**config.mk**
```make
export PLATFORM = sky130hd
export DESIGN_NAME = interrupt_arbiter_flat
export DESIGN_NICKNAME = d
export VERILOG_FILES = /design/src/rtl/interrupt_arbiter_if.sv /design/src/rtl/interrupt_arbiter.sv /design/src/flat_wrapper.sv
export SDC_FILE = /design/constraint.sdc
export NUM_CORES = 1
export LEC_CHECK = 0
export CAP_MARGIN = 5
export CORE_UTILIZATION = 45
export CTS_BUF_LIST = sky130_fd_sc_hd__clkbuf_2
export CTS_CLUSTER_DIAMETER = 120
export DETAILED_ROUTE_END_ITERATION = 10
export PLACE_DENSITY = 0.88
export SLEW_MARGIN = 15
export SYNTH_ARGS = -nofsm -noshare
export SYNTH_HDL_FRONTEND = slang
export SYNTH_SLANG_ARGS = --single-unit
```
**constraint.sdc**
```tcl
create_clock -name clk -period 2.55 [get_ports clk]
set_input_delay 0.3825 -clock clk [delete_from_list [all_inputs] [get_ports clk]]
set_output_delay 0.3825 -clock clk [all_outputs]
set_load 0.01 [all_outputs]
```
**src/rtl/interrupt_arbiter_if.sv**
```systemverilog
// Bus bundle for interrupt_arbiter: interrupt sources, masks and the CPU-side
// pulse/ID/status signals. The master drives the sources; the arbiter is the slave.
interface interrupt_arbiter_if #(
    parameter int NUM_IRQ = 8
);
    logic [NUM_IRQ-1:0] i_irq;
    logic [NUM_IRQ-1:0] i_mask;
    logic               i_ack;
    logic               o_int;
    logic [31:0]        o_int_id;
    logic [NUM_IRQ-1:0] o_pending;
    logic               o_busy;

    modport master (
        output i_irq, i_mask, i_ack,
        input  o_int, o_int_id, o_pending, o_busy
    );

    modport slave (
        input  i_irq, i_mask, i_ack,
        output o_int, o_int_id, o_pending, o_busy
    );
endinterface

```
**src/rtl/interrupt_arbiter.sv**
```systemverilog
// Fixed-priority edge-triggered interrupt arbiter with ack handshake.
// Define INTERRUPT_ARBITER_ACK_TIMEOUT_EN to auto-release WAIT_ACK after ACK_TIMEOUT cycles.
module interrupt_arbiter #(
    parameter int NUM_IRQ     = 8,
    parameter int ACK_TIMEOUT = 1024
) (
    input  logic              clk,
    input  logic              reset,
    interrupt_arbiter_if.slave bus
);
    if (NUM_IRQ < 1 || NUM_IRQ > 255) begin : g_bad_num_irq
        $error("NUM_IRQ out of range");
    end
    if (ACK_TIMEOUT < 1) begin : g_bad_timeout
        $error("ACK_TIMEOUT must be at least 1");
    end

    typedef enum logic [1:0] {IDLE, FIRE, WAIT_ACK} state_t;

    state_t             state_q, state_d;
    logic [NUM_IRQ-1:0] irq_q, irq_d;
    logic [NUM_IRQ-1:0] pending_q, pending_d;
    logic [31:0]        int_id_q, int_id_d;
    logic               int_q, int_d;
    logic               busy_q, busy_d;

    logic [NUM_IRQ-1:0] rise, eligible, win_oh, clr;
    logic [7:0]         win_idx;
    logic               win_found;
    logic               expired;

`ifdef INTERRUPT_ARBITER_ACK_TIMEOUT_EN
    localparam int CW = (ACK_TIMEOUT > 1) ? $clog2(ACK_TIMEOUT) : 1;
    logic [CW-1:0] cnt_q, cnt_d;
    assign expired = (cnt_q == CW'(ACK_TIMEOUT - 1));
`else
    assign expired = 1'b0;
`endif

    assign rise     = bus.i_irq & ~irq_q;
    assign eligible = pending_q & bus.i_mask;

    // Descending scan so the lowest eligible index is the last one written.
    always_comb begin
        win_found = 1'b0;
        win_idx   = '0;
        win_oh    = '0;
        for (int i = NUM_IRQ - 1; i >= 0; i--) begin
            if (eligible[i]) begin
                win_found = 1'b1;
                win_idx   = i[7:0];
                win_oh    = '0;
                win_oh[i] = 1'b1;
            end
        end
    end

    always_comb begin
        state_d  = state_q;
        int_id_d = int_id_q;
        int_d    = 1'b0;
        busy_d   = busy_q;
        clr      = '0;
        irq_d    = bus.i_irq;
`ifdef INTERRUPT_ARBITER_ACK_TIMEOUT_EN
        cnt_d    = '0;
`endif
        case (state_q)
            IDLE: begin
                if (win_found) begin
                    int_id_d = 32'(win_idx) + 32'd1;
                    clr      = win_oh;
                    int_d    = 1'b1;
                    state_d  = FIRE;
                end
            end
            FIRE: begin
                busy_d  = 1'b1;
                state_d = WAIT_ACK;
            end
            WAIT_ACK: begin
                if (bus.i_ack || expired) begin
                    busy_d  = 1'b0;
                    state_d = IDLE;
                end
`ifdef INTERRUPT_ARBITER_ACK_TIMEOUT_EN
                else begin
                    cnt_d = cnt_q + 1'b1;
                end
`endif
            end
            default: begin
                busy_d  = 1'b0;
                state_d = IDLE;
            end
        endcase
        // A rise on the bit being cleared this cycle wins.
        pending_d = (pending_q & ~clr) | rise;
    end

    always_ff @(posedge clk or negedge reset) begin
        if (!reset) begin
            state_q   <= IDLE;
            irq_q     <= '0;
            pending_q <= '0;
            int_id_q  <= '0;
            int_q     <= 1'b0;
            busy_q    <= 1'b0;
`ifdef INTERRUPT_ARBITER_ACK_TIMEOUT_EN
            cnt_q     <= '0;
`endif
        end else begin
            state_q   <= state_d;
            irq_q     <= irq_d;
            pending_q <= pending_d;
            int_id_q  <= int_id_d;
            int_q     <= int_d;
            busy_q    <= busy_d;
`ifdef INTERRUPT_ARBITER_ACK_TIMEOUT_EN
            cnt_q     <= cnt_d;
`endif
        end
    end

    assign bus.o_int     = int_q;
    assign bus.o_int_id  = int_id_q;
    assign bus.o_pending = pending_q;
    assign bus.o_busy    = busy_q;
endmodule
```
**src/flat_wrapper.sv**
```systemverilog
// flat-port wrapper written by rule: the top's interface ports become plain ports
module interrupt_arbiter_flat 
#(
    parameter int NUM_IRQ     = 8,
    parameter int ACK_TIMEOUT = 1024
)
  (clk, reset, bus_i_irq, bus_i_mask, bus_i_ack, bus_o_int, bus_o_int_id, bus_o_pending, bus_o_busy);
  interrupt_arbiter_if #(.NUM_IRQ(NUM_IRQ)) bus_i ();
  input  logic clk;
  input  logic reset;
  input wire logic [$bits(bus_i.i_irq)-1:0] bus_i_irq;
  input wire logic [$bits(bus_i.i_mask)-1:0] bus_i_mask;
  input wire logic [$bits(bus_i.i_ack)-1:0] bus_i_ack;
  output wire logic [$bits(bus_i.o_int)-1:0] bus_o_int;
  output wire logic [$bits(bus_i.o_int_id)-1:0] bus_o_int_id;
  output wire logic [$bits(bus_i.o_pending)-1:0] bus_o_pending;
  output wire logic [$bits(bus_i.o_busy)-1:0] bus_o_busy;
  assign bus_i.i_irq = bus_i_irq;
  assign bus_i.i_mask = bus_i_mask;
  assign bus_i.i_ack = bus_i_ack;
  assign bus_o_int = bus_i.o_int;
  assign bus_o_int_id = bus_i.o_int_id;
  assign bus_o_pending = bus_i.o_pending;
  assign bus_o_busy = bus_i.o_busy;
  interrupt_arbiter #(.NUM_IRQ(NUM_IRQ), .ACK_TIMEOUT(ACK_TIMEOUT)) u_core (.clk(clk), .reset(reset), .bus(bus_i));
endmodule
```
==> results.py <==
metrics = {
    "logic_synthesis": {
        "yosys_warnings": 0,
        "yosysUniqueCellTypes": 32,
        "ys_ff_latch": 24,
        "yosysSeqAreaShare_pct": 47.90,
        "synth.area.top_cells": "dfrtp_1 (48%), buf_4 (17%), nand2_1 (4.5%)",
        "synth_top_cell_area_share_pct": 47.90,
        "yosysTopAreaCell": "dfrtp_1",
        "avgSynthCellArea_sq_um": 10.45,
        "netlist_area_sq_mm": 0.001254,
        "synth_cells": 120,
    },
    "power": {
        "p_leak_nw": 0.7734,
        "p_total_mw": 1.391,
        "vdd_drop_max_v": 0.0006942,
        "p_per_area_mw_per_mm2": 894.7,
    },
    "place": {
        "hpwl_um": 1836,
        "dpl.cell_count": 182,
        "numPortBuffers": 32,
        "pre_cts_ws_ps": 462.3,
        "post_dp_cell_area_sq_mm": 0.001510,
        "gp_congestion": 0.7465,
    },
    "floorplanning": {
        "coreArea_sq_mm": 0.002545,
        "io_pins": 61,
        "fp-row-count": 18,
        "die_area_sq_mm": 0.003001,
        "start_util_pct": 49.26,
        "fp.dieW_um": 54.78,
        "chipHeight_um": 54.78,
    },
    "layout": {
        "mostFrequentLayoutCell": "clkdlybuf4s50_1",
        "nets": 177,
        "antennaDiodeCount": 0,
        "mostFrequentLayoutCells": "clkdlybuf4s50_1 (32), conb_1 (28), dfrtp_1 (24), nand2_1 (15), inv_1 (12)",
        "n_fill_cell": 210,
        "stdcell_count": 186,
        "final_util_pct": 61.11,
        "drive_above_1_share_pct": 10.26,
        "fin_area_sq_mm": 0.001555,
        "areaGrowthSynthToFinish_pct": 24.05,
    },
    "global_routing": {
        "grt_usage_pct": 16.06,
        "grt_pass1_wl_um": 3381,
        "grt_pass1_vias": 788,
        "antenna_found_initial": 0,
        "overflow": 0,
        "grt_max_degree": 25,
    },
    "clock_network": {
        "clkSinkCount": 24,
        "root_buffer": "clkbuf_2",
        "ctsResizeCount": 0,
        "worstSkewPairLatency_ps": 340,
        "cts_tree": "built",
        "cts_buffer_depth": 2,
        "cts.reportedPaths.clkPinSlew_ps": 220,
        "cts.hold.buffers_added": 0,
        "cts_made_buffers": 3,
        "h-tree-depth": 1,
        "post_cts_buffers": 0,
    },
    "detailed_routing": {
        "routed_wl_um": 2311,
        "drc": 0,
        "first_pass_iters": 5,
        "post_drt_wl_per_cell_um": 12.42,
        "dr_total_vias": 871,
        "drt-initial-drc-count": 13,
        "vias_per_cell": 4.683,
        "antenna_left": 0,
    },
    "setup_path": {
        "cp_slowest_cell": "clkdlybuf4s50_1",
        "worstPathMaxFanout": 4,
        "end_kind": "output pin",
        "required_ps": 2170,
        "path_cells": "clkdlybuf4s50_1",
        "crit_type": "flip-flop to output pin",
        "crit_family": "buffers and inverters",
        "slowest_delay_ps": 570,
        "cp-start-kind": "flip-flop",
        "cp_num_buf_inv": 1,
        "cp.arrival_ps": 1400,
    },
    "sta": {
        "clock.fmax_mhz": 560.6,
        "fin_skew_ps": 2.808,
        "finalSetupTns_ps": 0,
        "period_share_pct": 69.96,
        "setup_slack_ps": 766.1,
        "setup_violations": 0,
        "holdWs_ps": 346.5,
        "slew_violations": 0,
        "finalHoldViolations": 0,
        "period_needed_ps": 1784,
        "rsz0062_at_grt": "no",
    },
    "min_path": {
        "hp-class": "primary input to asynchronous set/reset pin",
    },
    "outcome": {
        "outcome": "finished, final reports clean",
    },
    "job": {
        "drv_cap": 0,
    },
}
## synthesized netlist by cell type
cell type and count:
o21a_1 1, dfrtp_1 24, and2_1 1, inv_1 12, o21ai_4 1, nand4_1 1
buf_4 28, a21o_1 1, a21oi_1 2, nand2_1 15, xnor2_1 1, and3_1 1
a22oi_4 1, nor3_1 1, nand3_1 5, a41o_1 1, a22oi_2 1, o21ai_0 4
a22o_2 1, a22o_1 4, ha_1 1, mux2_2 1, mux2i_1 1, o211ai_1 1
conb_1 1, nand4_4 1, mux2_4 2, nor2_1 1, and4_1 1, nand2_2 2
nor2_2 1, o22ai_1 1
## final cells by class
class / count / area [sq um] / area share (%)
clock buffer: 3 / 15.01 / 0.9654
clock inverter: 1 / 30.03 / 1.931
inverter: 12 / 45.04 / 2.896
multi-input combinational: 83 / 499.2 / 32.10
sequential: 24 / 600.6 / 38.62
tap: 30 / 37.54 / 2.414
timing repair buffer: 33 / 327.8 / 21.08
## report_power, final
group / internal [mW] / leakage [nW] / switching, mW
clock: 0.135 / 0.0266 / 0.117
combinational: 0.307 / 0.478 / 0.263
sequential: 0.478 / 0.269 / 0.0917
## state kept, by name, indices dropped and copies added, names as in the netlist
| signal | cells |
|---|---|
| u_core.irq_q | 8 |
| u_core.bus.o_int_id | 4 |
| u_core.bus.o_busy | 1 |
| u_core.bus.o_int | 1 |
| u_core.bus.o_pending | 8 |
| u_core.state_q | 2 |
## kinds of logic after synthesis
group,count (synthesis),share of synthesized area (%)
other cells,1,0.2991
buf+inv,40,20.36
simple gates,30,12.57
mux,4,4.092
fa+ha+maj,1,0.9978
xor+xnor,1,0.6987
flops,24,47.90
compound gates,19,13.07
## metal layers
layer,global-route usage (%),part of all wire [%]
met4,1.282,0.61
met1,18.13,40
met5,0,0
met3,6.389,6.9
met2,29.12,52
## path summary, 6_finish.rpt
kind	from	end	slack, ps	cells after the start
worst max-delay path	u_core.bus.o_pending[2]$_DFF_PN0_	bus_o_pending[2]	770	1
worst min-delay path	reset	u_core.bus.o_int$_DFF_PN0_	350	2
worst max register to register	u_core.bus.o_pending[7]$_DFF_PN0_	u_core.bus.o_int_id[2]$_DFFE_PN0P_	790	6
worst min register to register	u_core.irq_q[6]$_DFF_PN0_	u_core.bus.o_pending[6]$_DFF_PN0_	440	1
max in group asynchronous	reset	u_core.irq_q[4]$_DFF_PN0_	1980	2
min in group clk	u_core.irq_q[6]$_DFF_PN0_	u_core.bus.o_pending[6]$_DFF_PN0_	440	1
Note: power is estimated with default switching activity, not from simulation.
